File: src/rtl/bus_pkg.sv
// Shared types, default address map and region decode for the bus interconnect.
package bus_pkg;

    typedef enum logic [1:0] {TsByte, TsHalf, TsWord} tsize_t;

    typedef enum logic [1:0] {StIdle, StGranted, StBusy, StErr} arb_state_t;

    localparam int MaxSlaves = 16;

    localparam logic [15:0] DEFAULT_SLAVE_REGION = {4'hF, 4'h2, 4'h1, 4'h0};

    typedef struct packed {
        logic       hit;
        logic [3:0] idx;
    } decode_t;

    // Lowest-index slave whose region nibble matches wins.
    function automatic decode_t region_decode(input logic [4*MaxSlaves-1:0] regions,
                                              input int num_slaves,
                                              input logic [3:0] region);
        decode_t res;
        res.hit = 1'b0;
        res.idx = 4'd0;
        for (int i = 0; i < MaxSlaves; i++) begin
            if (!res.hit && i < num_slaves && regions[4*i +: 4] == region) begin
                res.hit = 1'b1;
                res.idx = 4'(i);
            end
        end
        return res;
    endfunction

endpackage

File: src/rtl/rr_arbiter.sv
// Round-robin request picker: searches upward from the master after the last owner.
module rr_arbiter #(
    parameter int NUM_MASTERS = 2,
    parameter int IDX_W       = (NUM_MASTERS > 1) ? $clog2(NUM_MASTERS) : 1
) (
    input  logic [NUM_MASTERS-1:0] req,
    input  logic                   enable,
    input  logic [IDX_W-1:0]       last,
    output logic [NUM_MASTERS-1:0] gnt
);

    int         idx;
    logic       found;
    logic [IDX_W-1:0] pos;

    always_comb begin
        gnt   = '0;
        found = 1'b0;
        idx   = 0;
        pos   = '0;
        for (int i = 1; i <= NUM_MASTERS; i++) begin
            idx = int'(last) + i;
            if (idx >= NUM_MASTERS) begin
                idx = idx - NUM_MASTERS;
            end
            pos = IDX_W'(idx);
            if (enable && !found && req[pos]) begin
                gnt[pos] = 1'b1;
                found    = 1'b1;
            end
        end
    end

endmodule

File: src/rtl/bus_interconnect.sv
// Multi-master, multi-slave shared bus with round-robin ownership, address decode,
// unmapped-access errors and a per-transfer timeout.
module bus_interconnect
    import bus_pkg::*;
#(
    parameter int                      NUM_MASTERS    = 2,
    parameter int                      NUM_SLAVES     = 4,
    parameter logic [4*NUM_SLAVES-1:0] SLAVE_REGION   = DEFAULT_SLAVE_REGION,
    parameter int unsigned             TIMEOUT_CYCLES = 255
) (
    input  logic                   clk,
    input  logic                   rst,
    input  logic [NUM_MASTERS-1:0] m_breq,
    input  logic [NUM_MASTERS-1:0] m_bstart,
    input  logic [31:0]            m_addr   [NUM_MASTERS],
    input  logic [31:0]            m_wdata  [NUM_MASTERS],
    input  tsize_t                 m_tsize  [NUM_MASTERS],
    output logic [NUM_MASTERS-1:0] m_bgnt,
    output logic [NUM_MASTERS-1:0] m_bdone,
    output logic [NUM_MASTERS-1:0] m_berror,
    output logic [31:0]            m_rdata  [NUM_MASTERS],
    output logic [NUM_SLAVES-1:0]  s_ss,
    output logic [NUM_SLAVES-1:0]  s_bstart,
    output logic [31:0]            s_addr,
    output logic [31:0]            s_wdata,
    output tsize_t                 s_tsize,
    input  logic [NUM_SLAVES-1:0]  s_bdone,
    input  logic [31:0]            s_rdata  [NUM_SLAVES]
);

    localparam int MW = (NUM_MASTERS > 1) ? $clog2(NUM_MASTERS) : 1;
    localparam int SW = (NUM_SLAVES > 1) ? $clog2(NUM_SLAVES) : 1;
    localparam logic [MW-1:0] LastInit = MW'(NUM_MASTERS - 1);
    localparam logic [4*MaxSlaves-1:0] RegionPad = (4*MaxSlaves)'(SLAVE_REGION);

    arb_state_t state_q, state_d;
    logic [MW-1:0] owner_q, owner_d;
    logic [MW-1:0] last_q, last_d;
    logic [31:0]   cnt_q, cnt_d;
    logic          ready_q;

    logic [NUM_MASTERS-1:0] arb_gnt;
    logic [NUM_MASTERS-1:0] owner_oh;
    logic [MW-1:0]          gnt_idx;
    decode_t                dec;
    logic [SW-1:0]          slave_idx;
    logic                   sel;
    logic                   keep;
    logic                   timeout_hit;

    // Arbitration is held off for one edge after reset so the first grant lands on the second.
    rr_arbiter #(
        .NUM_MASTERS(NUM_MASTERS),
        .IDX_W      (MW)
    ) u_arb (
        .req   (m_breq),
        .enable(ready_q && state_q == StIdle),
        .last  (last_q),
        .gnt   (arb_gnt)
    );

    always_comb begin
        gnt_idx  = '0;
        owner_oh = '0;
        for (int i = 0; i < NUM_MASTERS; i++) begin
            if (arb_gnt[i]) gnt_idx = MW'(i);
        end
        owner_oh[owner_q] = 1'b1;
    end

    assign dec       = region_decode(RegionPad, NUM_SLAVES, m_addr[owner_q][31:28]);
    assign slave_idx = SW'(dec.idx);
    assign sel       = dec.hit && (state_q == StGranted || state_q == StBusy);
    assign keep      = m_breq[owner_q] && !(|(m_breq & ~owner_oh));

    // Fires on the last BUSY cycle so berror lands TIMEOUT_CYCLES cycles after bstart;
    // a bdone in that same cycle still takes priority.
    assign timeout_hit = (TIMEOUT_CYCLES != 0) && (cnt_q + 32'd2 >= TIMEOUT_CYCLES);

    always_ff @(posedge clk or posedge rst) begin
        if (rst) begin
            state_q <= StIdle;
            owner_q <= '0;
            last_q  <= LastInit;
            cnt_q   <= '0;
            ready_q <= 1'b0;
        end else begin
            state_q <= state_d;
            owner_q <= owner_d;
            last_q  <= last_d;
            cnt_q   <= cnt_d;
            ready_q <= 1'b1;
        end
    end

    always_comb begin
        state_d = state_q;
        owner_d = owner_q;
        last_d  = last_q;
        cnt_d   = '0;
        unique case (state_q)
            StIdle: begin
                if (|arb_gnt) begin
                    state_d = StGranted;
                    owner_d = gnt_idx;
                    last_d  = gnt_idx;
                end
            end
            StGranted: begin
                if (!m_breq[owner_q]) begin
                    state_d = StIdle;
                end else if (m_bstart[owner_q]) begin
                    state_d = dec.hit ? StBusy : StErr;
                end
            end
            StBusy: begin
                if (dec.hit && s_bdone[slave_idx]) begin
                    state_d = keep ? StGranted : StIdle;
                end else if (timeout_hit) begin
                    state_d = StErr;
                end else begin
                    cnt_d = cnt_q + 32'd1;
                end
            end
            StErr: begin
                state_d = keep ? StGranted : StIdle;
            end
            default: state_d = StIdle;
        endcase
    end

    always_comb begin
        m_bgnt   = '0;
        m_bdone  = '0;
        m_berror = '0;
        s_ss     = '0;
        s_bstart = '0;
        s_addr   = '0;
        s_wdata  = '0;
        s_tsize  = TsByte;
        for (int i = 0; i < NUM_MASTERS; i++) begin
            m_rdata[i] = '0;
        end
        if (state_q != StIdle) begin
            m_bgnt[owner_q] = 1'b1;
        end
        if (sel) begin
            s_ss[slave_idx]     = 1'b1;
            s_addr              = m_addr[owner_q];
            s_wdata             = m_wdata[owner_q];
            s_tsize             = m_tsize[owner_q];
            s_bstart[slave_idx] = (state_q == StGranted) && m_breq[owner_q] && m_bstart[owner_q];
        end
        if (sel && state_q == StBusy && s_bdone[slave_idx]) begin
            m_bdone[owner_q] = 1'b1;
            m_rdata[owner_q] = s_rdata[slave_idx];
        end
        if (state_q == StErr) begin
            m_berror[owner_q] = 1'b1;
        end
    end

endmodule
File: config.mk
export PLATFORM = sky130hd
export DESIGN_NAME = bus_interconnect
export DESIGN_NICKNAME = d
export VERILOG_FILES = /design/src/rtl/bus_pkg.sv /design/src/rtl/rr_arbiter.sv /design/src/rtl/bus_interconnect.sv
export SDC_FILE = /design/constraint.sdc
export NUM_CORES = 1
export LEC_CHECK = 0
export ABC_AREA = 1
export BUFFER_PORTS_ARGS = -buffer_cell sky130_fd_sc_hd__buf_2
export CAP_MARGIN = 5
export CORE_AREA = 8 8 153 155
export CTS_CLUSTER_DIAMETER = 60
export DETAILED_ROUTE_END_ITERATION = 6
export DIE_AREA = 0 0 161 163
export GPL_TIMING_DRIVEN = 0
export PLACE_DENSITY = 0.6
export SYNTH_ARGS = -nofsm -noshare
export SYNTH_HDL_FRONTEND = slang
export SYNTH_SLANG_ARGS = --single-unit
File: constraint.sdc
create_clock -name clk -period 3.1 [get_ports clk]
set_input_delay 0.62 -clock clk [delete_from_list [all_inputs] [get_ports clk]]
set_output_delay 0.62 -clock clk [all_outputs]
set_load 0.03 [all_outputs]
After elaboration in Yosys (flattened, before gate mapping). Cells that the tools add are included.

Bits in registers: 37. Input port bits: 270. Output and inout port bits: 144.

$add $sub $neg: 6. Magnitude comparators: 14. Equal/unequal tests: 9. Multiplexer cells: 62. Bitwise gates (word level): 7. Reduce and logical (&&, ||, !) cells: 32.

Operator list (number): two-way mux 32 bit (14); bitwise AND 64 bit (1); binary-select mux 32 bit (select 2 bit) (1); two-way mux 64 bit (1); adder 32 x 1 -> 32 bit (second input constant) (1); adder 32 x 2 -> 32 bit (second input constant) (1); demux 32 bit (select 1 bit) (1); >= comparator 32 x 8 -> 1 bit (second input constant) (1); two-way mux 2 bit (14); two-way mux 5 bit (4); logical AND 1 bit (19); two-way mux 1 bit (19); two-way mux 4 bit (2); one-hot mux 2 bit (4 select lines) (1); < comparator 1 x 2 -> 1 bit (second input constant) (3); zero test 1 bit (5); bitwise AND 4 bit (1); equality test 1 x 4 -> 1 bit (first input constant) (1); equality test 2 bit (second input constant) (2); equality test 2 x 4 -> 1 bit (first input constant) (1); equality test 4 bit (first input constant) (1); >= comparator 2 bit (second input constant) (2); zero test 4 bit (1); OR reduction 2 bit (2); other kinds (26) (31).

Depth between registers and ports, before layout. Gate-level depths: netlist of the first run.

Depth after elaboration: 21. Depth in mapped cells: 17. Depth with buffers taken out: 16.

By module. A second synthesis of the first run with hierarchy kept.

Cell total of the unflattened synthesis: 1013. Area total of the unflattened synthesis: 5246.3 um^2.

By module, submodules not included: bus_interconnect (times used 1, cells each 1008, area an instance 5225.0 um^2, seq. area each 927.1 um^2); rr_arbiter (times used 1, cells each 5, area an instance 21.3 um^2, seq. area each 0.0 um^2).

Least setup slack after synthesis of the first run. No wires, ideal clock.

Kind: input -> output. Start: in m_addr[29] (netlist bit). End: out s_bstart[0]. Arrival: 2.569 ns. Required time: 2.480 ns. Path slack: -0.089 ns. Stages on the path: 13. Buffers on the path: 1. Cells stage by stage: nand2_1 -> nand2_1 -> inv_1 -> nor2_2 -> nand2_2 -> nand2_4 -> inv_2 -> nand2_2 -> inv_2 -> nor2_4 -> inv_2 -> buf_1 -> nor4_1.

Word-level cells in the longest chain between the ends: 20.

RTL lines: start, declared (line bus_interconnect.sv:15) `input logic [31:0] m_addr [NUM_MASTERS],`; two-way mux 32 bit (not written as such) (*) (3 in a row) (line bus_interconnect.sv:71) `assign dec = region_decode(RegionPad, NUM_SLAVES, m_addr[owner_q][31:28]);`; zero test 4 bit; two-way mux 5 bit (line bus_pkg.sv:25) `if (!res.hit && i < num_slaves && regions[4*i +: 4] == region) begin`; zero test 1 bit (line bus_pkg.sv:25); logical AND 1 bit (line bus_pkg.sv:25); two-way mux 5 bit (line bus_pkg.sv:25); zero test 1 bit (line bus_pkg.sv:25); logical AND 1 bit (line bus_pkg.sv:25); (+2 left out); logical AND 1 bit (line bus_pkg.sv:25); two-way mux 5 bit (*) (line bus_pkg.sv:25); < comparator 2 x 3 -> 1 bit (not written as such) / >= comparator 2 x 1 -> 1 bit (equally long branches) (line bus_interconnect.sv:152) `s_bstart[slave_idx] = (state_q == StGranted) && m_breq[owner_q] && m_bstart[owner_q];`; logical AND 1 bit (line bus_interconnect.sv:152); two-way mux 1 bit (not written as such) (line bus_interconnect.sv:152); demux 1 bit (select 2 bit) (line bus_interconnect.sv:152); bitwise AND 4 bit (no source line); two-way mux 4 bit (*) (line bus_interconnect.sv:147) `if (sel) begin`; end, declared (line bus_interconnect.sv:23) `output logic [NUM_SLAVES-1:0] s_bstart,`.

Every way passes the cells marked *; elsewhere a longest branch is shown, timed or not. The select of a mux whose other input is x is not followed.

==> results of run 1 <==
-- sequential cells by signal (all words and copies together) (netlist names) --
name	cells
cnt_q	32
state_q	2
last_q	1
owner_q	1
ready_q	1
-- synthesized netlist by cell type (6+ instances only) --
cell type  instances  area share [%]
nand2_1          439              32
nor2_1           137              10
nand3_1           90             8.7
a21oi_1           64             6.2
inv_1             45             3.3
dfrtp_1           36              17
clkbuf_1          26             1.9
nor3_1            22             2.1
nor3_2            19             3.7
buf_2             13             1.3
xor2_1            11             1.9
buf_1              9            0.66
ha_1               7             1.7
o21ai_0            7            0.68
buf_4              6            0.87
-- stage by stage --
| step | util (%) | total power (uW) |
|---|---|---|
| after floorplan | - | 2863 |
| after global placement | 36.35 | 3991 |
| after global routing | 44.54 | 5799 |
| after detailed placement | 36.35 | 4019 |
| final | 44.54 | 5449 |
| after CTS | 42.25 | 5069 |
-- power breakdown --
| part | internal, uW | switching (uW) |
|---|---|---|
| sequential | 516 | 28.1 |
| combinational | 1300 | 3070 |
| clock | 340 | 196 |
-- area by class of cell --
cell class                 count  share of cell area (%)
buffer                        54                   4.277
clock buffer                   7                   1.646
timing repair buffer         442                   30.40
antenna                        9                  0.2428
sequential                    37                   9.997
tap                          275                   3.710
multi-input combinational    839                   47.44
clock inverter                 1                 0.05397
inverter                      50                   2.240
-- metal layers --
metal,vias to the layer above,global-route usage (%),part of all wire (%)
li1,4000,-,-
met1,3889,26.19,39
met2,362,39.95,52
met3,48,3.741,6.5
met4,2,6.776,2.4
met5,-,0,0.053
-- kinds of logic (layout without fill, tap and decap cells) --
| group | Yosys count | count (layout) | share of synthesized area [%] |
|---|---|---|---|
| adders and majority gates | 7 | 7 | 1.700 |
| other | 1 | 10 | 0.07278 |
| and+or+nand+nor | 736 | 736 | 60.64 |
| muxes | 1 | 1 | 0.1943 |
| xor gates and xnor gates | 16 | 16 | 2.720 |
| DFF | 37 | 37 | 17.99 |
| AOI/OAI and AO/OA | 78 | 78 | 7.917 |
| buffers and inverters | 106 | 554 | 8.766 |
-- worst paths after layout --
kind / start / cells past startpoint / endpoint
setup / recovery: owner_q / 18 / m_rdata[3]
hold / removal: last_q / 2 / last_q
hold reg to reg: last_q / 2 / last_q
max in group asynchronous: rst / 2 / cnt_q[15]
min in group asynchronous: rst / 2 / cnt_q[7]
setup reg to reg: cnt_q[1] / 14 / cnt_q[10]
-- tightest hold or removal path: stages, from the launching register on --
cell and delay, ns:
dfstp_2 0.36, nand2_1 0.06, nand2_1 0.05
-- timing repair --
action,CTS,global route
endpoints found under the hold margin,0,0
cloned,4,1
gates resized for setup,252,142
pin swaps,6,11
buffers inserted,19,6
setup endpoints to repair,138,125
==> impl_metrics.toml, run 1 <==
[run_status]
status = "complete, but fails checks"
violations = "setup timing"

[die]
num_rows = 53
io_pins = 414
die_y_um = 163
die_w_um = 161
core_area_sq_um = 20820
die-area_sq_um = 26240
start_util_pct = 24.74

[cts]
clkLatencyLatePin_ns = 0.28
clk_pin_slew_ns = 0.06
ctsHoldBuffers = 0
cts_tree = "done"
cts-root-buf = "clkbuf_16"
clk_path_buf_depth = 2
numCtsBuffers = 5
htree_num_levels = 2
numClockSinks = 37

[power]
leakage_uw = 0.004783
peakVddDrop_mv = 0.2243
cellPowerDensity_nw_per_um2 = 587.6

[grt]
grt_pass1_wl_um = 45530
track_usage_pct = 22.09
grt_overflow = 0
antenna_found_initial = 10
grt_max_degree = 38
first_global_vias = 7687

[layout]
seq_area_sq_um = 927.1
layout_common_cells = "nand2_1 (419), buf_2 (333), nor2_1 (104)"
drive_gt1_share_pct = 42.94
fin_cells = 1714
area_growth_pct = 79.99
nNetsFinal = 1706
mostFrequentLayoutCell = "nand2_1"
design_area_sq_um = 9274
multi_input_area_sq_um = 4399
nFillCells = 2236

[timing]
skew_ns = 0.003527
finalCritPeriodShare_pct = 102.5
max_freq_ghz = 0.3147
relSlewSlack_pct = 33.53
setup_tns_ns = -0.7510
rsz0062_at_grt = "true"
fin_ws_ns = -0.07811
worst_hold_slack_ns = 0.4716
tightest_slew_ns = 0.9971
finalSetupViolCount = 33
layout_min_cycle_time_ns = 3.178
final_max_slew_viol_count = 0
hold_viol = 0

[synthesis]
synth_cell_type_count = 35
ys_seq_area_share_pct = 17.99
synth_cells = 982
ys_warn_count = 0
ys.flop_type = "dfrtp_1"
syn_area_sq_um = 5152
synthArstFlopShare_pct = 100.0
syn_nets = 1259
synth-edff-count = 0
avgSynthCellArea_sq_um = 5.247
synth.ff_latch_count = 37

[critical_path]
worstPathMaxFanout = 7
path_cells = "inv_2 -> buf_6 -> nand2_4 -> nand2_4 -> nor2_4 -> nand2_4 -> nand2_8 -> inv_8 -> nand2_4 -> inv_4 -> nor2_4 -> inv_4 -> nor2_4 -> buf_6 -> nand2_8 -> buf_16 -> nor3_4 -> buf_6"
path_class = "reg -> out"
crit_required_ns = 2.48
slowest_delay_ns = 0.42
crit_top_cell = "nand2_4"
crit_family = "simple AND/OR/NAND/NOR gates"
crit_slowest_cell = "dfrtp_1"
endpoint_kind = "primary output"
cp-start-kind = "register"
reg2reg_slack_ns = 0.43
arrival_ns = 2.56
critPathBufInv = 8

[flow_run]
drv_cap = 0

[placement]
place_inst = 1670
dp_hpwl_um = 26040
postPlaceCellArea_sq_um = 7570
gp_congestion = 0.9401
place.port_buffers = 413
place_ws_ns = -0.7240

[drt]
drt_pass1_iterations = 7
via_count = 8301
wl_per_cell_um = 18.85
drt_iter0_markers = 726
drc_errors = 0
antenna_left = 0
avgViaCountPerCell = 4.843
drt-total-wl_um = 32310

[worst_hold_path]
hold_path.class = "reg -> reg"
Note: power is estimated with default switching activity, not from simulation.
==> inputs of run 2 (changes only) <==
Settings changed: RECOVER_POWER set to 50.
==> run 2 against run 1 <==
Net effect:
- the flow still finishes with violations (setup timing)
- critical path depth did not move
- cell count did not move
- count of clock-buffer cells in the layout did not move
- register-to-register slack barely moved
- critical path type unchanged
- largest cell class unchanged
- highest routed layer unchanged
==> impl_metrics.toml, run 2 (synthesis results as in run 1) <==
[drt]
wl_per_cell_um = 18.85
antenna_left = 0
drt-total-wl_um = 32310
avgViaCountPerCell = 4.837
drt_iter0_markers = 726
via_count = 8290
drt_pass1_iterations = 5
drc_errors = 0

[layout]
regMostFlops = "cnt_q"
top_regs = "cnt_q (32), state_q (2)"
largest_register_ffs = 32
nFillCells = 2236
layout_common_cells = "nand2_1 (419), buf_2 (333), nor2_1 (104)"
area_growth_pct = 79.99
mostFrequentLayoutCell = "nand2_1"
fin_cells = 1714
nNetsFinal = 1706
drive_gt1_share_pct = 42.87

[cts]
clk_path_buf_depth = 2
cts_tree = "done"
numCtsBuffers = 5
cts-root-buf = "clkbuf_16"
numClockSinks = 37
clkLatencyLatePin_ns = 0.28
htree_num_levels = 2
clk_pin_slew_ns = 0.06

[grt]
grt_max_degree = 38
track_usage_pct = 22.09
first_global_vias = 7687
antenna_found_initial = 10
grt_pass1_wl_um = 45530
grt_overflow = 0

[flow_run]
drv_cap = 0

[critical_path]
critPathBufInv = 8
crit_required_ns = 2.48
crit_family = "simple AND/OR/NAND/NOR gates"
worstPathMaxFanout = 7
cp-start-kind = "register"
path_class = "reg -> out"
path_cells = "inv_2 -> buf_6 -> nand2_4 -> nand2_4 -> nor2_4 -> nand2_4 -> nand2_8 -> inv_8 -> nand2_4 -> inv_4 -> nor2_4 -> inv_4 -> nor2_4 -> buf_6 -> nand2_8 -> buf_16 -> nor3_4 -> buf_6"
slowest_delay_ns = 0.42
crit_top_cell = "nand2_4"
endpoint_kind = "primary output"
crit_slowest_cell = "dfrtp_1"
arrival_ns = 2.56

[power]
peakVddDrop_mv = 0.2243
leakage_uw = 0.004784
cellPowerDensity_nw_per_um2 = 587.4
power_uw = 5448

[placement]
place_inst = 1670
gp_congestion = 0.9401
place.port_buffers = 413
dp_hpwl_um = 26040

[timing]
max_freq_ghz = 0.3147
final_max_slew_viol_count = 0
tightest_slew_ns = 1.412
rsz0062_at_grt = "true"
layout_min_cycle_time_ns = 3.178
skew_ns = 0.003525
hold_viol = 0
finalCritPeriodShare_pct = 102.5
fin_ws_ns = -0.07770
relSlewSlack_pct = 5.772
finalSetupViolCount = 33

[die]
core_area_sq_um = 20820
die_w_um = 161
die-area_sq_um = 26240
die_y_um = 163
num_rows = 53
io_pins = 414
start_util_pct = 24.74

[run_status]
status = "complete, but fails checks"
violations = "setup timing"

[worst_hold_path]
hold_path.class = "reg -> reg"
-- run 2: worst register-to-register path, delay by kind of cell, from the launching register on --
family,cells,cell delay (ns)
flip-flops,1,0.49
adder cells (fa/ha/maj),1,0.29
buffers and inverters,2,0.35
AND/OR/NAND/NOR,11,1.48
-- run 2: cell type report --
type / count / area [sq um] / area share [%]
multi-input combinational: 839 / 4399 / 47.44
timing repair buffer: 442 / 2819 / 30.40
tap: 275 / 344.1 / 3.710
clock buffer: 7 / 152.6 / 1.646
buffer: 54 / 396.6 / 4.277
inverter: 50 / 207.7 / 2.240
sequential: 37 / 927.1 / 9.997
antenna: 9 / 22.52 / 0.2428
clock inverter: 1 / 5.005 / 0.05397
-- run 2: what timing repair did --
item / 4_1_cts / 5_1_grt
setup buffers: 19 / 6
cloned: 4 / 1
gates resized for setup: 252 / 142
endpoints found under the setup margin: 138 / 125
hold buffers: 0 / 0
pin swaps: 6 / 11
-- run 2: metrics by stage --
stage,cell area (sq um),setup TNS [ns],hold WS (ns),worst slack (ns),utilization [%]
6_report,9274,-0.7522,0.4716,-0.07770,44.54
2_1_floorplan,5159,0,0.4440,0.03694,-
5_1_grt,9274,-7.358,0.4906,-0.1688,44.54
3_3_place_gp,7570,-48.90,0.4567,-0.6942,36.35
3_5_place_dp,7570,-52.60,0.4667,-0.7240,36.35
4_1_cts,8798,-3.845,0.4739,-0.1124,42.25
-- run 2: final timing paths --
kind / endpoint / slack [ns] / depth (start not counted) / startpoint
worst max register to register: cnt_q[10] / 0.43 / 14 / cnt_q[1]
max in group asynchronous: cnt_q[15] / 1.53 / 2 / rst
worst min register to register: last_q / 0.47 / 2 / last_q
min in group asynchronous: cnt_q[7] / 0.74 / 2 / rst
worst min-delay path: last_q / 0.47 / 2 / last_q
worst max-delay path: m_rdata[3] / -0.08 / 18 / owner_q
-- run 2: where the power goes --
group	internal [uW]	switching (uW)
clock network	340	196
logic	1300	3070
registers	516	28.1
total	2160	3290
-- run 2: metal layers --
layer / vias to the layer above / routed length (um) / share of wire, % / track usage [%]
li1: 4000 / - / - / -
met2: 356 / 16820 / 52 / 39.95
met1: 3884 / 12630 / 39 / 26.19
met4: 2 / 788 / 2.4 / 6.776
met3: 48 / 2051 / 6.3 / 3.741
met5: - / 17 / 0.053 / 0
==> inputs of run 3 (changes only) <==
Settings changed: MAX_ROUTING_LAYER set to met4, SLEW_MARGIN set to 0.
==> run 3 against run 2 <==
Net effect:
- the run still ends with setup timing left
- cell count up 0.18%
- core utilization down 0.64 points
- non-clock buffer count up 5
- largest power group unchanged
- sequential share of layout area up 0.15 points
- sequential cell count unchanged
- register-to-register slack better by 0.04 ns
- hold slack worse by 0.0046 ns
- clock skew up 0.0017 ns
==> impl_metrics.toml, run 3 (synthesis results as in run 1) <==
[layout]
area_growth_pct = 77.39
drive_gt1_share_pct = 43.07
nFillCells = 2259
mostFrequentLayoutCell = "nand2_1"
regMostFlops = "cnt_q"
fin_cells = 1717
largest_register_ffs = 32
design_area_sq_um = 9140
top_regs = "cnt_q (32), state_q (2)"
layout_common_cells = "nand2_1 (416), buf_2 (328), nor2_1 (108)"
nNetsFinal = 1711

[grt]
track_usage_pct = 22.73
grt_max_degree = 38
grt_use_met3_pct = 3.868
grt.busiest_layer = "met2"
antenna_found_initial = 7
grt_pass1_wl_um = 45710
grt_overflow = 0
grtUsageMet1_pct = 26.69
grt_use_met2_pct = 40.01
first_global_vias = 7631

[flow_run]
drv_cap = 0

[cts]
cts-root-buf = "clkbuf_16"
cts_tree = "done"
clk_path_buf_depth = 2
numCtsBuffers = 5
clkLatencyLatePin_ns = 0.28
clk_pin_slew_ns = 0.05
numClockSinks = 37
htree_num_levels = 2

[worst_hold_path]
hold_path.class = "reg -> reg"

[die]
num_rows = 53
core_area_sq_um = 20820
die_y_um = 163
die-area_sq_um = 26240
die_w_um = 161
io_pins = 414
start_util_pct = 24.74

[timing]
relSlewSlack_pct = 8.477
hold_viol = 0
rsz0062_at_grt = "true"
max_freq_ghz = 0.3202
finalCritPeriodShare_pct = 100.7
final_max_slew_viol_count = 0
fin_ws_ns = -0.02320
tightest_slew_ns = 1.371
finalSetupViolCount = 11
layout_min_cycle_time_ns = 3.123
skew_ns = 0.005265

[placement]
dp_hpwl_um = 26230
gp_congestion = 1.003
place_ws_ns = -0.7280
place_inst = 1670
postPlaceCellArea_sq_um = 7570
place.port_buffers = 413

[drt]
drt_pass1_iterations = 5
wl_per_cell_um = 18.63
drc_errors = 0
avgViaCountPerCell = 4.776
drt-total-wl_um = 31990
antenna_left = 0
via_count = 8201
drt_iter0_markers = 608

[power]
peakVddDrop_mv = 0.2503
leakage_uw = 0.004725
cellPowerDensity_nw_per_um2 = 585.8

[critical_path]
crit_family = "simple AND/OR/NAND/NOR gates"
endpoint_kind = "primary output"
arrival_ns = 2.50
crit_required_ns = 2.48
critPathBufInv = 8
cp-start-kind = "register"
slowest_delay_ns = 0.41
crit_slowest_cell = "dfrtp_1"
path_cells = "inv_2 -> buf_6 -> nand2_1 -> nand2_1 -> nor2_4 -> nand2_4 -> nand2_8 -> inv_8 -> nand2_4 -> inv_4 -> nor2_4 -> inv_4 -> nor2_4 -> nand3_4 -> buf_6 -> clkbuf_16 -> nor2_4 -> buf_6"
crit_top_cell = "nor2_4"
worstPathMaxFanout = 5
path_class = "reg -> out"

[run_status]
violations = "setup timing"
status = "complete, but fails checks"
## run 3: cell type report
cell class	instances	area, sq um	share of cell area (%)
Timing Repair Buffer	446	2780	30.42
Tap cell	275	344.1	3.765
Clock buffer	8	136.4	1.492
Antenna cell	7	17.52	0.1916
Multi-Input combinational cell	839	4320	47.27
Inverter	50	202.7	2.218
Buffer	55	411.6	4.504
Sequential cell	37	927.1	10.14
## run 3: worst min-delay path, delay by kind of cell (launching register included)
family           cells  cell delay [ns]
flip-flops           1             0.37
AND/OR/NAND/NOR      2             0.10
## run 3: power breakdown
group	switching (uW)	leakage (uW)	internal (uW)	total, uW
Combinational	3000	0.00415	1330	4330
Sequential	27.2	0.000507	516	543
Clock	182	0.0000652	299	480
## run 3: repair_timing
item / 4_1_cts / 5_1_grt
hold buffers: 0 / 0
pin swaps: 10 / 14
gates resized for setup: 269 / 89
buffers inserted: 21 / 8
gates cloned: 3 / 1
setup endpoints to repair: 136 / 137
## run 3: layer usage
metal	share of wire [%]	wire length, um
met5	0	0
met4	2.2	717
met3	7.2	2309
met2	52	16580
met1	39	12380
## run 3: final timing paths
kind,slack [ns],end,from,cells after the start
max in group asynchronous,1.56,cnt_q[15],rst,2
setup reg to reg,0.47,cnt_q[25],cnt_q[1],14
hold reg to reg,0.47,last_q,last_q,2
hold / removal,0.47,last_q,last_q,2
min in group asynchronous,0.73,cnt_q[8],rst,2
setup / recovery,-0.02,m_rdata[45],owner_q,18
## run 3: per-stage QoR
stage | hold WS, ns | TNS (ns) | util, % | power (uW)
after floorplan | 0.4440 | 0 | - | 2863
after global placement | 0.4566 | -38.80 | 36.35 | 4003
after detailed placement | 0.4627 | -45.97 | 36.35 | 4034
after CTS | 0.4714 | -2.621 | 42.33 | 5094
after global routing | 0.5024 | -4.878 | 43.90 | 5725
final | 0.4670 | -0.08110 | 43.90 | 5354
